**config.mk**
```make
export PLATFORM = sky130hd
export DESIGN_NAME = board_ctrl
export DESIGN_NICKNAME = d
export VERILOG_FILES = /design/src/rtl/board_pkg.sv /design/src/rtl/board_ctrl_btn_debounce.sv /design/src/rtl/board_ctrl.sv
export SDC_FILE = /design/constraint.sdc
export NUM_CORES = 1
export LEC_CHECK = 0
export CAP_MARGIN = 20
export CORE_AREA = 2 2 107 119
export CTS_CLUSTER_DIAMETER = 120
export CTS_CLUSTER_SIZE = 40
export DETAILED_ROUTE_END_ITERATION = 10
export DIE_AREA = 0 0 109 121
export DONT_BUFFER_PORTS = 1
export PLACE_DENSITY = 0.62
export SKIP_CTS_REPAIR_TIMING = 1
export SLEW_MARGIN = 20
export SYNTH_ARGS = -nofsm -noshare
export SYNTH_HDL_FRONTEND = slang
export SYNTH_HIERARCHICAL = 1
export SYNTH_SLANG_ARGS = --single-unit
```
**constraint.sdc**
```tcl
create_clock -name clk -period 2.55 [get_ports clk]
set_input_delay 0.51 -clock clk [delete_from_list [all_inputs] [get_ports clk]]
set_output_delay 0.51 -clock clk [all_outputs]
set_load 0.01 [all_outputs]
```
**src/rtl/board_pkg.sv**
```systemverilog
// Shared types and constants for the tic-tac-toe board controller.
// Cell, result and FSM encodings plus the eight winning lines in win_line bit order.
package board_pkg;

    typedef enum logic [1:0] {
        EMPTY  = 2'b00,
        MARK_X = 2'b01,
        MARK_O = 2'b10
    } cell_t;

    typedef enum logic [1:0] {
        PLAYING = 2'b00,
        X_WIN   = 2'b01,
        O_WIN   = 2'b10,
        DRAW    = 2'b11
    } game_state_t;

    typedef enum logic [1:0] {
        PLAY  = 2'b00,
        CHECK = 2'b01,
        SEEK  = 2'b10,
        OVER  = 2'b11
    } fsm_state_t;

    // Index [7] is the anti-diagonal, [0] is the top row.
    localparam logic [7:0][2:0][3:0] WIN_LINES = {
        4'd2, 4'd4, 4'd6,
        4'd0, 4'd4, 4'd8,
        4'd2, 4'd5, 4'd8,
        4'd1, 4'd4, 4'd7,
        4'd0, 4'd3, 4'd6,
        4'd6, 4'd7, 4'd8,
        4'd3, 4'd4, 4'd5,
        4'd0, 4'd1, 4'd2
    };

    function automatic cell_t cell_at(input logic [17:0] cells, input logic [3:0] idx);
        return cell_t'(cells[{idx, 1'b0} +: 2]);
    endfunction

endpackage

```
**src/rtl/board_ctrl_btn_debounce.sv**
```systemverilog
// Button conditioner: 2-FF synchronizer, stable-level debouncer and rising-edge press pulse.
module btn_debounce #(
    parameter int DEBOUNCE_CYCLES = 500000
) (
    input  logic clk,
    input  logic rst,
    input  logic btn,
    output logic press
);
    localparam int CW = (DEBOUNCE_CYCLES > 1) ? $clog2(DEBOUNCE_CYCLES + 1) : 1;

    logic [1:0]    sync_reg;
    logic          level_reg;
    logic [CW-1:0] count_reg;
    logic          press_reg;

    always_ff @(posedge clk) begin
        if (rst) begin
            sync_reg  <= '0;
            level_reg <= 1'b0;
            count_reg <= '0;
            press_reg <= 1'b0;
        end else begin
            sync_reg  <= {sync_reg[0], btn};
            press_reg <= 1'b0;
            // Any cycle agreeing with the accepted level restarts the stability count.
            if (sync_reg[1] != level_reg) begin
                if (count_reg == CW'(DEBOUNCE_CYCLES - 1)) begin
                    level_reg <= sync_reg[1];
                    count_reg <= '0;
                    press_reg <= sync_reg[1];
                end else begin
                    count_reg <= count_reg + 1'b1;
                end
            end else begin
                count_reg <= '0;
            end
        end
    end

    assign press = press_reg;

endmodule

```
**src/rtl/board_ctrl.sv**
```systemverilog
// Tic-tac-toe game-state controller feeding the VGA renderer.
// Define BOARD_FRAME_SYNC_EN to update the renderer-facing outputs only on frame_tick.
module board_ctrl
    import board_pkg::*;
#(
    parameter int DEBOUNCE_CYCLES = 500000
) (
    input  logic        clk,
    input  logic        rst,
    input  logic        btn_next,
    input  logic        btn_sel,
    input  logic        frame_tick,
    output logic [17:0] cell_state,
    output logic [3:0]  cursor,
    output logic        turn,
    output logic [1:0]  game_state,
    output logic [7:0]  win_line,
    output logic        busy
);
    logic next_press;
    logic sel_press;

    btn_debounce #(.DEBOUNCE_CYCLES(DEBOUNCE_CYCLES)) u_next (
        .clk   (clk),
        .rst   (rst),
        .btn   (btn_next),
        .press (next_press)
    );

    btn_debounce #(.DEBOUNCE_CYCLES(DEBOUNCE_CYCLES)) u_sel (
        .clk   (clk),
        .rst   (rst),
        .btn   (btn_sel),
        .press (sel_press)
    );

    fsm_state_t  state_reg, state_next;
    logic [17:0] cells_reg, cells_next;
    logic [3:0]  cursor_reg, cursor_next;
    logic [3:0]  moves_reg, moves_next;
    logic [3:0]  steps_reg, steps_next;
    logic        turn_reg, turn_next;
    game_state_t gstate_reg, gstate_next;
    logic [7:0]  win_reg, win_next;
    logic        busy_reg;

    cell_t       mark;
    logic [3:0]  cursor_inc;
    logic [7:0]  line_hit;

    assign mark       = turn_reg ? MARK_O : MARK_X;
    assign cursor_inc = (cursor_reg == 4'd8) ? 4'd0 : cursor_reg + 4'd1;

    for (genvar gi = 0; gi < 8; gi++) begin : g_line
        assign line_hit[gi] = (cell_at(cells_reg, WIN_LINES[gi][0]) == mark) &&
                              (cell_at(cells_reg, WIN_LINES[gi][1]) == mark) &&
                              (cell_at(cells_reg, WIN_LINES[gi][2]) == mark);
    end

    always_ff @(posedge clk) begin
        if (rst) begin
            state_reg  <= PLAY;
            cells_reg  <= '0;
            cursor_reg <= '0;
            moves_reg  <= '0;
            steps_reg  <= '0;
            turn_reg   <= 1'b0;
            gstate_reg <= PLAYING;
            win_reg    <= '0;
            busy_reg   <= 1'b0;
        end else begin
            state_reg  <= state_next;
            cells_reg  <= cells_next;
            cursor_reg <= cursor_next;
            moves_reg  <= moves_next;
            steps_reg  <= steps_next;
            turn_reg   <= turn_next;
            gstate_reg <= gstate_next;
            win_reg    <= win_next;
            busy_reg   <= (state_next == CHECK) || (state_next == SEEK);
        end
    end

    always_comb begin
        state_next  = state_reg;
        cells_next  = cells_reg;
        cursor_next = cursor_reg;
        moves_next  = moves_reg;
        steps_next  = steps_reg;
        turn_next   = turn_reg;
        gstate_next = gstate_reg;
        win_next    = win_reg;
        case (state_reg)
            PLAY: begin
                // Sel wins a same-cycle collision; the next pulse is simply lost.
                if (sel_press) begin
                    if (cell_at(cells_reg, cursor_reg) == EMPTY) begin
                        cells_next[{cursor_reg, 1'b0} +: 2] = mark;
                        moves_next = (moves_reg == 4'd9) ? 4'd9 : moves_reg + 4'd1;
                        state_next = CHECK;
                    end
                end else if (next_press) begin
                    steps_next = 4'd0;
                    state_next = SEEK;
                end
            end
            CHECK: begin
                if (|line_hit) begin
                    win_next    = line_hit;
                    gstate_next = turn_reg ? O_WIN : X_WIN;
                    state_next  = OVER;
                end else if (moves_reg == 4'd9) begin
                    gstate_next = DRAW;
                    state_next  = OVER;
                end else begin
                    turn_next  = ~turn_reg;
                    steps_next = 4'd0;
                    state_next = SEEK;
                end
            end
            SEEK: begin
                cursor_next = cursor_inc;
                steps_next  = steps_reg + 4'd1;
                if ((cell_at(cells_reg, cursor_inc) == EMPTY) || (steps_reg == 4'd8)) begin
                    state_next = PLAY;
                end
            end
            OVER: begin
                if (sel_press) begin
                    cells_next  = '0;
                    cursor_next = 4'd0;
                    moves_next  = 4'd0;
                    turn_next   = 1'b0;
                    gstate_next = PLAYING;
                    win_next    = '0;
                    state_next  = PLAY;
                end
            end
            default: state_next = PLAY;
        endcase
    end

    logic load;
`ifdef BOARD_FRAME_SYNC_EN
    assign load = frame_tick;
`else
    logic frame_tick_unused;
    assign frame_tick_unused = frame_tick;
    assign load = 1'b1;
`endif

    always_ff @(posedge clk) begin
        if (rst) begin
            cell_state <= '0;
            cursor     <= '0;
            turn       <= 1'b0;
            game_state <= '0;
            win_line   <= '0;
        end else if (load) begin
            cell_state <= cells_reg;
            cursor     <= cursor_reg;
            turn       <= turn_reg;
            game_state <= gstate_reg;
            win_line   <= win_reg;
        end
    end

    assign busy = busy_reg;

endmodule

```
==> impl_results.md <==
- #FFs+latches synth: 123
- Number of fill cells: 1069
- Sequential share of the synthesized area: 41.7%
- RSZ-0062 raised after global routing: false
- Hold Violations, Final: 0
- Synth unique cells: 77
- Min-delay src: rst
- Primary FF master, synth: dfxtp_1
- Die Area: 13200 sq um
- Net count, final: 702
- Clk root buf: clkbuf_16
- Mean Syn Cell Area: 8.80 sq um
- # IOs: 39
- Total track usage: 21.5%
- Post-route setup TNS: 0 ps
- Hpwl dp: 9280 um
- Iteration-0 DRC Markers: 332
- Via count: 4835
- Largest net degree at the start of global routing: 62
- Largest fanout on the critical path: 6
- CP endpoint kind: flip-flop
- Clock latency on the worst-skew pair: 420 ps
- Area of the mapped netlist: 5910 sq um
- Worst setup path startpoint: cursor_reg[0]
- Worst setup path category: flip-flop to flip-flop
- Post-synth EDFFs: 0
- FF/Latch Area: 2460 sq um
- CTS sink cnt: 123
- Hold Crit Class: primary input to flip-flop
- First-pass GRT wire length: 22000 um
- Clk buf depth: 2
- Chip Height: 121 um
- Slew HR: 59.4%
- Layout area overhead: 14.1%
- Final setup viols: 0
- N_diodes: 0
- H-Tree Depth: 4
- Flop pwr share: 43.3%
- Core area: 11900 sq um
- Total CTS buffers: 17
- Clock power frac: 55.7%
- Routed len/inst: 15.3 um
- Actual slew at the worst max-slew pin: 607 ps
- Tcrit/Tclk final: 88.5%
- Sw Pwr: 844 uW
- Final WL: 13100 um
- Max Cap Viol: 0
- Synth warn: 6
- Worst-path clk slew: 50 ps
- Net Count, Synth: 687
- WP data required: 2870 ps
- Outcome: completed
- Worst path arrival time: 2580 ps
- CP startpoint kind: flip-flop
- Combinational share of power: 1.0%
- GPL Wtd Cong: 0.937
- Vias in the first global route: 4645
- Fin crit period: 2260 ps
- Maximum VDD drop: 460 uV
- Post-synthesis instance total: 671
- Row count: 42
- Antenna violations before repair: 0
- Pint: 3630 uW
- Crit-path slowest cell: dfxtp_1
- Vias per cell: 5.67
- Share of cells above drive strength 1: 12.7%
- Sw frac: 18.9%
- TritonRoute pass-1 iters: 5
- Leakage: 0.00234 uW
- CTS tree: done
- P per Cell Area: 664 nW/um^2
- DRC: 0
- Die Wd: 109 um
- RR Startpoint: cursor_reg[0]
- Initial core utilization: 49.5%
- FMAX: 443 MHz
- Final ANT Viol Nets: 0
- Area of the multi-input gates: 3210 sq um
- Port buffer count: 0
- Grt ovf: 0
- Count of final max-slew check failures: 0
- Max incr delay on CP: 350 ps
- Final core occ: 56.5%
- Ys async rst share: 0%
- Cells along the critical path: inv_1, ha_1, and3b_1, a211oi_1, a22oi_1, a2111oi_0, nor4_1, buf_4, o31ai_1
- Clk_skew: 6.54 ps
[cells in the final DEF (no fill, tap or decap), types with 3 or more instances in the layout]
master / instances
nor4_1: 11
nand4_1: 13
xor2_1: 10
nor3_1: 14
and3_1: 4
buf_4: 25
or4_1: 3
inv_1: 18
ha_1: 11
and2_1: 5
or3_1: 5
nand3b_1: 7
bufinv_16: 4
xnor2_1: 22
or3b_1: 4
a22oi_1: 5
o21ai_0: 31
clkbuf_16: 17
nor2_2: 10
nand2_1: 64
nand2b_1: 19
clkinv_2: 4
clkbuf_1: 5
a21oi_1: 29
o31ai_1: 15
o22ai_1: 11
or2_2: 4
o21ai_1: 3
mux2i_1: 10
nand3_1: 26
and4_1: 4
nor2b_1: 34
a211oi_1: 3
nor2_1: 69
dfxtp_1: 123
a21o_1: 5
[path summary, 6_finish.rpt]
kind / endpoint / slack, ps / cells past startpoint
setup / recovery: busy / 290 / 9
hold / removal: u_next/sync_reg[1] / 160 / 1
setup reg to reg: busy / 290 / 9
hold reg to reg: u_sel/sync_reg[1] / 430 / 1
[critical path: cells and delay by family, from the launching register on]
kind	cells	cell delay (ps)
compound gates	4	940
buf+inv	2	280
simple gates	2	360
fa+ha+maj	1	230
flops	1	350
[routing by layer]
layer	vias up	track usage [%]	wire, um
met5	-	0	0
met1	2264	25.3	5600
li1	2407	-	-
met2	126	35.8	6520
met4	0	11.1	385
met3	38	5.42	589
[power groups by stage]
stage                     registers (uW)  logic (uW)  clock network (uW)
final                               1940        44.9                2490
after global routing                1940        50.5                2630
after CTS                           1940        45.5                2540
after detailed placement            1980        45.4                   0
after global placement              1980        44.6                   0
after floorplan                     1980        44.9                   0
[synthesized netlist by cell type (3+ instances only)]
| cell | number | area share (%) |
|---|---|---|
| a211oi_1 | 3 | 0.38 |
| a21o_1 | 5 | 0.64 |
| a21oi_1 | 29 | 2.5 |
| a22oi_1 | 5 | 0.64 |
| and2_1 | 5 | 0.53 |
| and3_1 | 4 | 0.42 |
| and4_1 | 4 | 0.59 |
| buf_2 | 7 | 0.59 |
| buf_4 | 3 | 0.38 |
| clkbuf_1 | 13 | 0.83 |
| dfxtp_1 | 123 | 42 |
| ha_1 | 11 | 2.3 |
| inv_1 | 18 | 1.1 |
| mux2i_1 | 10 | 1.7 |
| nand2_1 | 64 | 4.1 |
| nand2b_1 | 19 | 2.0 |
| nand3_1 | 26 | 2.2 |
| nand3b_1 | 7 | 0.89 |
| nand4_1 | 13 | 1.4 |
| nor2_1 | 69 | 4.4 |
| nor2_2 | 10 | 1.1 |
| nor2b_1 | 34 | 3.6 |
| nor3_1 | 14 | 1.2 |
| nor4_1 | 11 | 1.2 |
| o21ai_0 | 31 | 2.6 |
| o21ai_1 | 3 | 0.25 |
| o22ai_1 | 11 | 1.2 |
| o31ai_1 | 15 | 1.9 |
| or2_2 | 4 | 0.42 |
| or3_1 | 5 | 0.53 |
| or3b_1 | 4 | 0.59 |
| or4_1 | 3 | 0.38 |
| xnor2_1 | 22 | 3.3 |
| xor2_1 | 10 | 1.5 |
[area by class of cell]
cell class                 count  area share, %
clock buffer                  24           7.00
clock inverter                 8           2.08
inverter                      19           1.06
multi-input combinational    500           47.7
sequential                   123           36.5
tap                          154           2.86
timing repair buffer          25           2.78
[metrics by stage]
step / std cells / cell area [sq um] / hold WS (ps) / setup slack [ps] / total power (uW)
after floorplan: 671 / 5910 / 405 / 427 / 2020
after global placement: 821 / 6130 / 418 / 235 / 2020
after detailed placement: 821 / 6130 / 425 / 208 / 2030
after CTS: 853 / 6740 / 145 / 197 / 4530
after global routing: 853 / 6740 / 140 / 89.9 / 4620
final: 853 / 6740 / 160 / 294 / 4480
[cell families (layout without fill, tap and decap cells)]
| family | Yosys count | count (layout) | synth area share (%) |
|---|---|---|---|
| AOI/OAI and AO/OA | 126 | 126 | 14.2 |
| xor gates and xnor gates | 32 | 32 | 4.74 |
| adders and majority gates | 11 | 11 | 2.33 |
| buffers and inverters | 48 | 76 | 3.94 |
| DFF | 123 | 123 | 41.7 |
| muxes | 13 | 13 | 2.71 |
| and+or+nand+nor | 318 | 318 | 30.4 |
Note: power is estimated with default switching activity, not from simulation.
